<file path="config.mk">
export PLATFORM = sky130hd
export DESIGN_NAME = multicycle_ctrl
export DESIGN_NICKNAME = d
export VERILOG_FILES = /design/src/rtl/ctrl_pkg.sv /design/src/rtl/op_class_decode.sv /design/src/rtl/multicycle_ctrl.sv
export SDC_FILE = /design/constraint.sdc
export NUM_CORES = 1
export LEC_CHECK = 0
export ABC_AREA = 1
export CAP_MARGIN = 20
export CORE_AREA = 2 2 62 64
export CTS_BUF_LIST = sky130_fd_sc_hd__clkbuf_4 sky130_fd_sc_hd__clkbuf_8
export DETAILED_ROUTE_END_ITERATION = 6
export DIE_AREA = 0 0 64 66
export PLACE_DENSITY_LB_ADDON = 0.1
export SETUP_SLACK_MARGIN = 0.1
export SYNTH_ARGS = -nofsm -noshare
export SYNTH_HDL_FRONTEND = slang
export SYNTH_SLANG_ARGS = --single-unit
</file>
<file path="constraint.sdc">
create_clock -name clk -period 4.6 [get_ports clk]
set_input_delay 0.69 -clock clk [delete_from_list [all_inputs] [get_ports clk]]
set_output_delay 0.69 -clock clk [all_outputs]
set_load 0.01 [all_outputs]
</file>
<file path="src/rtl/ctrl_pkg.sv">
// Shared encodings for the multicycle controller: state codes, opcodes,
// opcode classes and the datapath mux-select values.
package ctrl_pkg;

    typedef enum logic [2:0] {
        S_IDLE   = 3'd0,
        S_FETCH  = 3'd1,
        S_DECODE = 3'd2,
        S_EXEC   = 3'd3,
        S_MEM    = 3'd4,
        S_WB     = 3'd5,
        S_HALT   = 3'd6
    } state_t;

    typedef enum logic [3:0] {
        C_R, C_IMM, C_LW, C_SW, C_BR, C_J, C_JAL, C_JR, C_ILL
    } op_class_t;

    localparam logic [5:0] OP_R      = 6'd0;
    localparam logic [5:0] OP_IMM_LO = 6'd1;
    localparam logic [5:0] OP_IMM_HI = 6'd15;
    localparam logic [5:0] OP_LW     = 6'd16;
    localparam logic [5:0] OP_SW     = 6'd24;
    localparam logic [5:0] OP_BEQ    = 6'd32;
    localparam logic [5:0] OP_BNE    = 6'd33;
    localparam logic [5:0] OP_BLT    = 6'd34;
    localparam logic [5:0] OP_BLE    = 6'd35;
    localparam logic [5:0] OP_J      = 6'd40;
    localparam logic [5:0] OP_JAL    = 6'd41;
    localparam logic [5:0] OP_JR     = 6'd42;

    localparam logic [1:0] PC_PLUS4  = 2'd0;
    localparam logic [1:0] PC_BRANCH = 2'd1;
    localparam logic [1:0] PC_JUMP   = 2'd2;
    localparam logic [1:0] PC_REG    = 2'd3;

    localparam logic [1:0] WS_RD     = 2'd0;
    localparam logic [1:0] WS_RT     = 2'd1;
    localparam logic [1:0] WS_R31    = 2'd2;

    localparam logic [1:0] WD_ALU    = 2'd0;
    localparam logic [1:0] WD_MEM    = 2'd1;
    localparam logic [1:0] WD_PC4    = 2'd2;

endpackage

</file>
<file path="src/rtl/op_class_decode.sv">
// Maps a 6-bit opcode onto its instruction class; anything unlisted is illegal.
module op_class_decode
    import ctrl_pkg::*;
(
    input  logic [5:0] op,
    output op_class_t  cls,
    output logic       illegal
);

    // opcode -> class lookup
    always_comb begin
        cls = C_ILL;
        if (op == OP_R)
            cls = C_R;
        else if (op >= OP_IMM_LO && op <= OP_IMM_HI)
            cls = C_IMM;
        else begin
            case (op)
                OP_LW:                          cls = C_LW;
                OP_SW:                          cls = C_SW;
                OP_BEQ, OP_BNE, OP_BLT, OP_BLE: cls = C_BR;
                OP_J:                           cls = C_J;
                OP_JAL:                         cls = C_JAL;
                OP_JR:                          cls = C_JR;
                default:                        cls = C_ILL;
            endcase
        end
        illegal = (cls == C_ILL);
    end

endmodule

</file>
<file path="src/rtl/multicycle_ctrl.sv">
// Multicycle sequencer for the MIPS-style datapath. One shared variable-latency
// memory port serves fetch and load/store through req/ack handshakes.
// Optional build macro PERF_CNT_EN adds cycle / retire counters; without it
// cyc_cnt and ret_cnt are tied to 0 and no counter flops exist.
module multicycle_ctrl
    import ctrl_pkg::*;
#(
    parameter int CNT_W = 32
) (
    input  logic             clk,
    input  logic             rstd,
    input  logic             run,
    input  logic [5:0]       op,
    input  logic             br_taken,
    input  logic             imem_ack,
    input  logic             dmem_ack,
    output logic             imem_req,
    output logic             dmem_req,
    output logic             dmem_we,
    output logic             ir_we,
    output logic             pc_we,
    output logic [1:0]       pc_sel,
    output logic             rf_we,
    output logic [1:0]       wsel,
    output logic [1:0]       wdata_sel,
    output logic             alu_src,
    output logic             halted,
    output logic             illegal,
    output logic [2:0]       state,
    output logic [CNT_W-1:0] cyc_cnt,
    output logic [CNT_W-1:0] ret_cnt
);

    state_t     st;
    logic [5:0] op_q;
    logic       ill_q;
    logic [5:0] dec_op;
    op_class_t  cls;
    logic       cls_ill;

    logic       ireq, dreq, dwe, irwe, pcwe, rfwe, asrc;
    logic [1:0] psel, ws, wd;

    // DECODE classifies the live opcode; later states use the latched copy
    assign dec_op = (st == S_DECODE) ? op : op_q;

    op_class_decode u_dec (
        .op      (dec_op),
        .cls     (cls),
        .illegal (cls_ill)
    );

    // per-state datapath enables; pc_we marks the retire cycle
    always_comb begin
        ireq = 1'b0; dreq = 1'b0; dwe  = 1'b0; irwe = 1'b0;
        pcwe = 1'b0; rfwe = 1'b0; asrc = 1'b0;
        psel = PC_PLUS4; ws = WS_RD; wd = WD_ALU;
        case (st)
            S_FETCH: begin
                ireq = 1'b1;
                irwe = imem_ack;
            end
            S_EXEC: begin
                asrc = cls inside {C_IMM, C_LW, C_SW};
                case (cls)
                    C_BR:  begin pcwe = 1'b1; psel = br_taken ? PC_BRANCH : PC_PLUS4; end
                    C_J:   begin pcwe = 1'b1; psel = PC_JUMP; end
                    C_JAL: begin
                        pcwe = 1'b1; psel = PC_JUMP;
                        rfwe = 1'b1; ws = WS_R31; wd = WD_PC4;
                    end
                    C_JR:  begin pcwe = 1'b1; psel = PC_REG; end
                    default: ;
                endcase
            end
            S_MEM: begin
                dreq = 1'b1;
                dwe  = (cls == C_SW);
                pcwe = (cls == C_SW) && dmem_ack;
            end
            S_WB: begin
                rfwe = 1'b1;
                pcwe = 1'b1;
                ws   = (cls == C_R)  ? WS_RD  : WS_RT;
                wd   = (cls == C_LW) ? WD_MEM : WD_ALU;
            end
            default: ;
        endcase
    end

    // state sequencing; run only matters in IDLE and on the retire cycle
    always_ff @(posedge clk) begin
        if (rstd) begin
            st    <= S_IDLE;
            op_q  <= '0;
            ill_q <= 1'b0;
        end else begin
            case (st)
                S_IDLE:   if (run) st <= S_FETCH;
                S_FETCH:  if (imem_ack) st <= S_DECODE;
                S_DECODE: begin
                    op_q <= op;
                    if (cls_ill) begin
                        st    <= S_HALT;
                        ill_q <= 1'b1;
                    end else begin
                        st <= S_EXEC;
                    end
                end
                S_EXEC: begin
                    if (pcwe)
                        st <= run ? S_FETCH : S_IDLE;
                    else if (cls == C_LW || cls == C_SW)
                        st <= S_MEM;
                    else
                        st <= S_WB;
                end
                S_MEM: begin
                    if (dmem_ack) begin
                        if (cls == C_LW) st <= S_WB;
                        else             st <= run ? S_FETCH : S_IDLE;
                    end
                end
                S_WB:     st <= run ? S_FETCH : S_IDLE;
                S_HALT:   st <= S_HALT;
                default:  st <= S_IDLE;
            endcase
        end
    end

    // reset forces every output low at once, dropping any open request
    assign imem_req  = !rstd && ireq;
    assign dmem_req  = !rstd && dreq;
    assign dmem_we   = !rstd && dwe;
    assign ir_we     = !rstd && irwe;
    assign pc_we     = !rstd && pcwe;
    assign rf_we     = !rstd && rfwe;
    assign alu_src   = !rstd && asrc;
    assign pc_sel    = rstd ? 2'd0 : psel;
    assign wsel      = rstd ? 2'd0 : ws;
    assign wdata_sel = rstd ? 2'd0 : wd;
    assign halted    = !rstd && (st == S_HALT);
    assign illegal   = !rstd && ill_q;
    assign state     = rstd ? 3'd0 : st;

`ifdef PERF_CNT_EN
    logic [CNT_W-1:0] cyc_q, ret_q;

    // busy-cycle and retirement counters, wrapping naturally
    always_ff @(posedge clk) begin
        if (rstd) begin
            cyc_q <= '0;
            ret_q <= '0;
        end else begin
            if (st inside {S_FETCH, S_DECODE, S_EXEC, S_MEM, S_WB})
                cyc_q <= cyc_q + CNT_W'(1);
            if (pcwe)
                ret_q <= ret_q + CNT_W'(1);
        end
    end

    assign cyc_cnt = rstd ? '0 : cyc_q;
    assign ret_cnt = rstd ? '0 : ret_q;
`else
    assign cyc_cnt = '0;
    assign ret_cnt = '0;
`endif

endmodule

</file>
Word level (Yosys, flattened, before mapping):

Cells that the tools add are included.
W data, S select, Z words.

* register bits: 10
* input port bits: 12
* output and inout port bits: 82
* logic and storage cells: 87

* magnitude comparators: 2
* equal/unequal tests: 26
* mux-type cells: 34
* reduce and logical (&&, ||, !) cells: 22

Operators with widths (number)
* $eq A6 B6 Y1 const B: 7
* $pmux W4 S6: 1
* $mux W3: 7
* $pmux W3 S7: 1
* $eq A4 B3 Y1 const B: 4
* $eq A6 B5 Y1 const B: 2
* $mux W1: 12
* $logic_and A1 B1 Y1: 11
* $mux W2: 5
* $eq A3 B3 Y1 const B: 3
* $eq A4 B2 Y1 const B: 2
* $mux W4: 2
* $pmux W2 S2: 2
* $reduce_or A4 Y1: 2
* $eq A3 B2 Y1 const B: 2
* $ge A6 B1 Y1 const B: 1
* $le A6 B4 Y1 const B: 1
* $logic_not A6 Y1: 1
* $mux W6: 1
* $ne A2 B2 Y1 const B: 3
* $pmux W2 S3: 1
* $eq A4 B1 Y1 const B: 1
* $eq A4 B4 Y1 const B: 1
* $logic_not A4 Y1: 1
* other kinds (10): 10

Longest topological paths before layout:

* word-level depth: 13
* depth in mapped cells: 16
* gate-level depth less buffers: 15

By module:

A second synthesis with hierarchy kept.

* cell total of the unflattened synthesis: 223
* area, all modules: 1421.4 um2

Modules (own cells, without submodules)
* multicycle_ctrl: instances 1, cells each 193, area each 1295.0 um2, sequential area each 200.2 um2
* op_class_decode: instances 1, cells each 30, area each 126.4 um2, sequential area each 0.0 um2

Least setup slack after synthesis:

No wires, ideal clock.

* path type: input to output
* from: input port op[4]
* to: output port wsel[1]
* arrival time: 1.769 ns
* data required time: 3.910 ns
* slack: 2.141 ns
* stages: 9
* path buffers: 1
* path through: nand4_1 nand2_1 nand2_1 nor3_2 inv_1 o21ai_2 nand2_1 nor2_1 buf_4

* cells in the longest elaborated chain, start to end: 10
* elaborated cells between the ends (all ways): 22
* classes of those cells: order compare (2); eq/ne (10); mux (7); reduce/logical (3)

Ends and longest elaborated chain
* start, declared: line multicycle_ctrl.sv:13 `input logic [5:0] op,`
* $mux W6 *
* $eq A6 B6 Y1: line op_class_decode.sv:18 `case (op)`
* $reduce_or A4 Y1: line op_class_decode.sv:18
* $pmux W4 S6: line op_class_decode.sv:18
* $mux W4: line op_class_decode.sv:15 `else if (op >= OP_IMM_LO && op <= OP_IMM_HI)`
* $mux W4 *: line op_class_decode.sv:13 `if (op == OP_R)`
* $eq A4 B3 Y1 *: line multicycle_ctrl.sv:65 `case (cls)`
* $mux W2 *: line multicycle_ctrl.sv:65
* $pmux W2 S2 *: line multicycle_ctrl.sv:58 `case (st)`
* $mux W2 *: line multicycle_ctrl.sv:140 `assign wsel = rstd ? 2'd0 : ws;`
* end, declared: line multicycle_ctrl.sv:24 `output logic [1:0] wsel,`

Mark *: on every way between the ends. The rest lies on a longest branch, timed or not.

Worst setup path after layout:

* from: input port op[5]
* to: output port pc_sel[0]

* cells in the longest elaborated chain, start to end: 11
* elaborated cells between the ends (all ways): 26
* classes of those cells: order compare (2); eq/ne (13); mux (7); reduce/logical (4)

Ends and longest elaborated chain
* $mux W6 *
* $eq A6 B6 Y1: line op_class_decode.sv:18
* $reduce_or A4 Y1: line op_class_decode.sv:18
* $pmux W4 S6: line op_class_decode.sv:18
* $mux W4: line op_class_decode.sv:15
* $mux W4 *: line op_class_decode.sv:13
* $eq A4 B3 Y1: line multicycle_ctrl.sv:65
* $reduce_or A2 Y1 (no source line)
* $pmux W2 S3 *: line multicycle_ctrl.sv:65
* $mux W2 *: line multicycle_ctrl.sv:58
* $mux W2 *: line multicycle_ctrl.sv:139 `assign pc_sel = rstd ? 2'd0 : psel;`
* end, declared: line multicycle_ctrl.sv:22 `output logic [1:0] pc_sel,`

Marked as above.

==> flow_metrics.env <==
export IMPL_pin_count=94
export IMPL_cp_slowest_cell="clkdlybuf4s50_1"
export IMPL_layout_min_cycle_time_ns=3.38
export IMPL_syn_cell_area_um2=1390
export IMPL_die_x_um=64
export IMPL_n_antenna_cell=0
export IMPL_numCtsBuffers=3
export IMPL_finalHoldViolations=0
export IMPL_drc=0
export IMPL_numPortBuffers=29
export IMPL_ff2ff_path_depth=12
export IMPL_fin_crit_sh_pct=73.5
export IMPL_placed_cell_area_um2=1470
export IMPL_cts_clk_slew_worst_paths_ns=0.06
export IMPL_wl_per_cell_um=8.88
export IMPL_ys_warn_count=0
export IMPL_r2r_end="st[2]$_SDFFE_PP0P_"
export IMPL_post_cts_resized=0
export IMPL_setup_viol=0
export IMPL_drt_vias_per_instance=3.95
export IMPL_clkSinkCount=10
export IMPL_totalWireLength_mm=2.68
export IMPL_synth_cell_type_count=26
export IMPL_grt_usage_pct=12.9
export IMPL_clk_path_buf_depth=2
export IMPL_drtPass1Iterations=4
export IMPL_power_leakage_nw=0.772
export IMPL_final_nets=268
export IMPL_cts_tree="built"
export IMPL_cts_hold_buf=0
export IMPL_start_util_pct=39.2
export IMPL_min_from="ill_q$_SDFFE_PP0P_"
export IMPL_timing_rr_start="st[2]$_SDFFE_PP0P_"
export IMPL_dieHeight_um=66
export IMPL_die_area_um2=4220
export IMPL_cts_setup_buffers=0
export IMPL_cts_max_level=1
export IMPL_place_gp_congestion=0.926
export IMPL_ys_ff_latch=10
export IMPL_synth_top_cell_by_area="buf_4"
export IMPL_drive_gt1_share_pct=7.48
export IMPL_vias=1192
export IMPL_filler_cell_count=424
export IMPL_dp_hpwl_mm=2.29
export IMPL_critPathKind="primary input to output pin"
export IMPL_drt_iter0_drc=42
export IMPL_run_status="finished clean"
export IMPL_power_density_nw_per_um2=339
export IMPL_rsz0062_at_grt="false"
export IMPL_cp_endpoint="pc_sel[0]"
export IMPL_grt_first_pass_wirelength_mm=4.37
export IMPL_slew_violations=0
export IMPL_antenna_found_initial=0
export IMPL_cts_root_buf="clkbuf_4"
export IMPL_end_kind="output pin"
export IMPL_fin_skew_ns=0.00322
export IMPL_final_common_cell="conb_1"
export IMPL_cpPeakStageDelay_ns=0.55
export IMPL_yosysTopAreaCellShare_pct=35.1
export IMPL_drv_cap=0
export IMPL_worstPathMaxFanout=4
export IMPL_startpoint="op[5]"
export IMPL_core_um2=3550
export IMPL_cp_data_required_time_ns=3.91
export IMPL_grt_pass1_vias=982
export IMPL_ant_nets=0
export IMPL_worst_ep_arrival_time_ns=2.69
export IMPL_multiInputGateArea_um2=806
export IMPL_insertion_delay_ns=0.26
export IMPL_tns_ns=0
export IMPL_path_common_cell="nand2_1"
export IMPL_rows=22
export IMPL_register_area_um2=200
export IMPL_cp_start_kind="primary input"
export IMPL_yosysSeqAreaShare_pct=14.4
export IMPL_syn_to_final_growth_pct=7.10
export IMPL_final_cell_mix="64 x conb_1, 47 x nand2_1, 30 x nor2_1"
export IMPL_synthCells=227
export IMPL_grt_max_degree=14
export IMPL_final_util_pct=42.0
export IMPL_syn_area_per_cell_um2=6.13
export IMPL_postLayoutCellArea_um2=1490
export IMPL_grt_overflow=0
export IMPL_r2r_slack_ns=2.68
export IMPL_hp_class="flip-flop to flip-flop"
export IMPL_timing_fmax_ghz=0.296
export IMPL_peakVddDrop_uv=135
export IMPL_ys_top_cells_by_area="buf_4 35%, dfxtp_1 14%, nand2_1 13%"
export IMPL_path_cells="clkdlybuf4s50_1, inv_1, nand3_1, nand2_2, nand2_1, inv_1, nand2_1, nand2_1, inv_2, nand2_1, nor2_1, nand2_1, a21oi_1, clkdlybuf4s50_1"
==> worst max-delay path: cells and delay by family <==
kind,cells,cell delay [ns]
AOI/OAI and AO/OA,1,0.13
buffers and inverters,5,1.16
and+or+nand+nor,8,0.71
==> state kept, by name, indices dropped and copies added (netlist names) <==
signal and cells:
op_q 6, st 3, ill_q 1
==> synthesized netlist by cell type <==
| cell type | instances |
|---|---|
| buf_4 | 65 |
| nand2_1 | 47 |
| nor2_1 | 30 |
| inv_1 | 24 |
| nand3_1 | 11 |
| dfxtp_1 | 10 |
| a21oi_1 | 5 |
| nand2_2 | 5 |
| nand4_1 | 5 |
| o21ai_2 | 3 |
| a31oi_1 | 2 |
| buf_6 | 2 |
| inv_2 | 2 |
| nor3_1 | 2 |
| o21ai_0 | 2 |
| o21ai_1 | 2 |
| a211oi_1 | 1 |
| buf_1 | 1 |
| clkbuf_1 | 1 |
| conb_1 | 1 |
| inv_4 | 1 |
| nand3_2 | 1 |
| nand3_4 | 1 |
| nor2_4 | 1 |
| nor3_2 | 1 |
| o221ai_1 | 1 |
==> where the power goes <==
group	internal (mW)	switching [mW]
registers	0.106	0.0160
clock network	0.0302	0.0291
logic	0.106	0.219
==> layout make-up <==
| type | count | share of cell area (%) |
|---|---|---|
| Clock buffer | 3 | 1.51 |
| Inverter | 27 | 6.97 |
| Multi-Input combinational cell | 184 | 54.1 |
| Sequential cell | 10 | 13.4 |
| Tap cell | 48 | 4.03 |
| Timing Repair Buffer | 30 | 20.0 |
==> metrics by stage <==
stage / power, mW / worst slack, ns / hold WS, ns / instances
2_1_floorplan: 0.417 / 2.14 / 0.436 / 290
3_3_place_gp: 0.450 / 1.21 / 0.448 / 299
3_5_place_dp: 0.448 / 1.22 / 0.453 / 299
4_1_cts: 0.509 / 1.21 / 0.461 / 302
5_1_grt: 0.563 / 0.986 / 0.480 / 302
6_report: 0.506 / 1.22 / 0.457 / 302
==> cell families after synthesis <==
family          count (synthesis)  share of synthesized area [%]
compound gates                 16                           7.19
buf+inv                        96                           44.7
flops                          10                           14.4
other cells                     1                          0.270
simple gates                  104                           33.5
==> layer usage <==
metal / part of all wire [%] / global-route usage, % / vias to the layer above / wire length [um]
met2: 50 / 23.0 / 55 / 1350
met5: 0 / 0 / - / 0
met4: 0 / 2.45 / 0 / 0
met3: 7.6 / 3.58 / 0 / 203
li1: - / - / 626 / -
met1: 42 / 15.3 / 511 / 1120
==> how the worst min path moves through the flow <==
stage                         end  slack [ns]  cells past startpoint
3_5_place_dp   ill_q$_SDFFE_PP0P_        0.45                      2
5_1_grt        ill_q$_SDFFE_PP0P_        0.48                      2
3_3_place_gp   ill_q$_SDFFE_PP0P_        0.45                      2
4_1_cts        ill_q$_SDFFE_PP0P_        0.46                      2
2_1_floorplan  ill_q$_SDFFE_PP0P_        0.44                      2
6_report       ill_q$_SDFFE_PP0P_        0.46                      2
No activity file was read; power rests on OpenSTA's default activity.
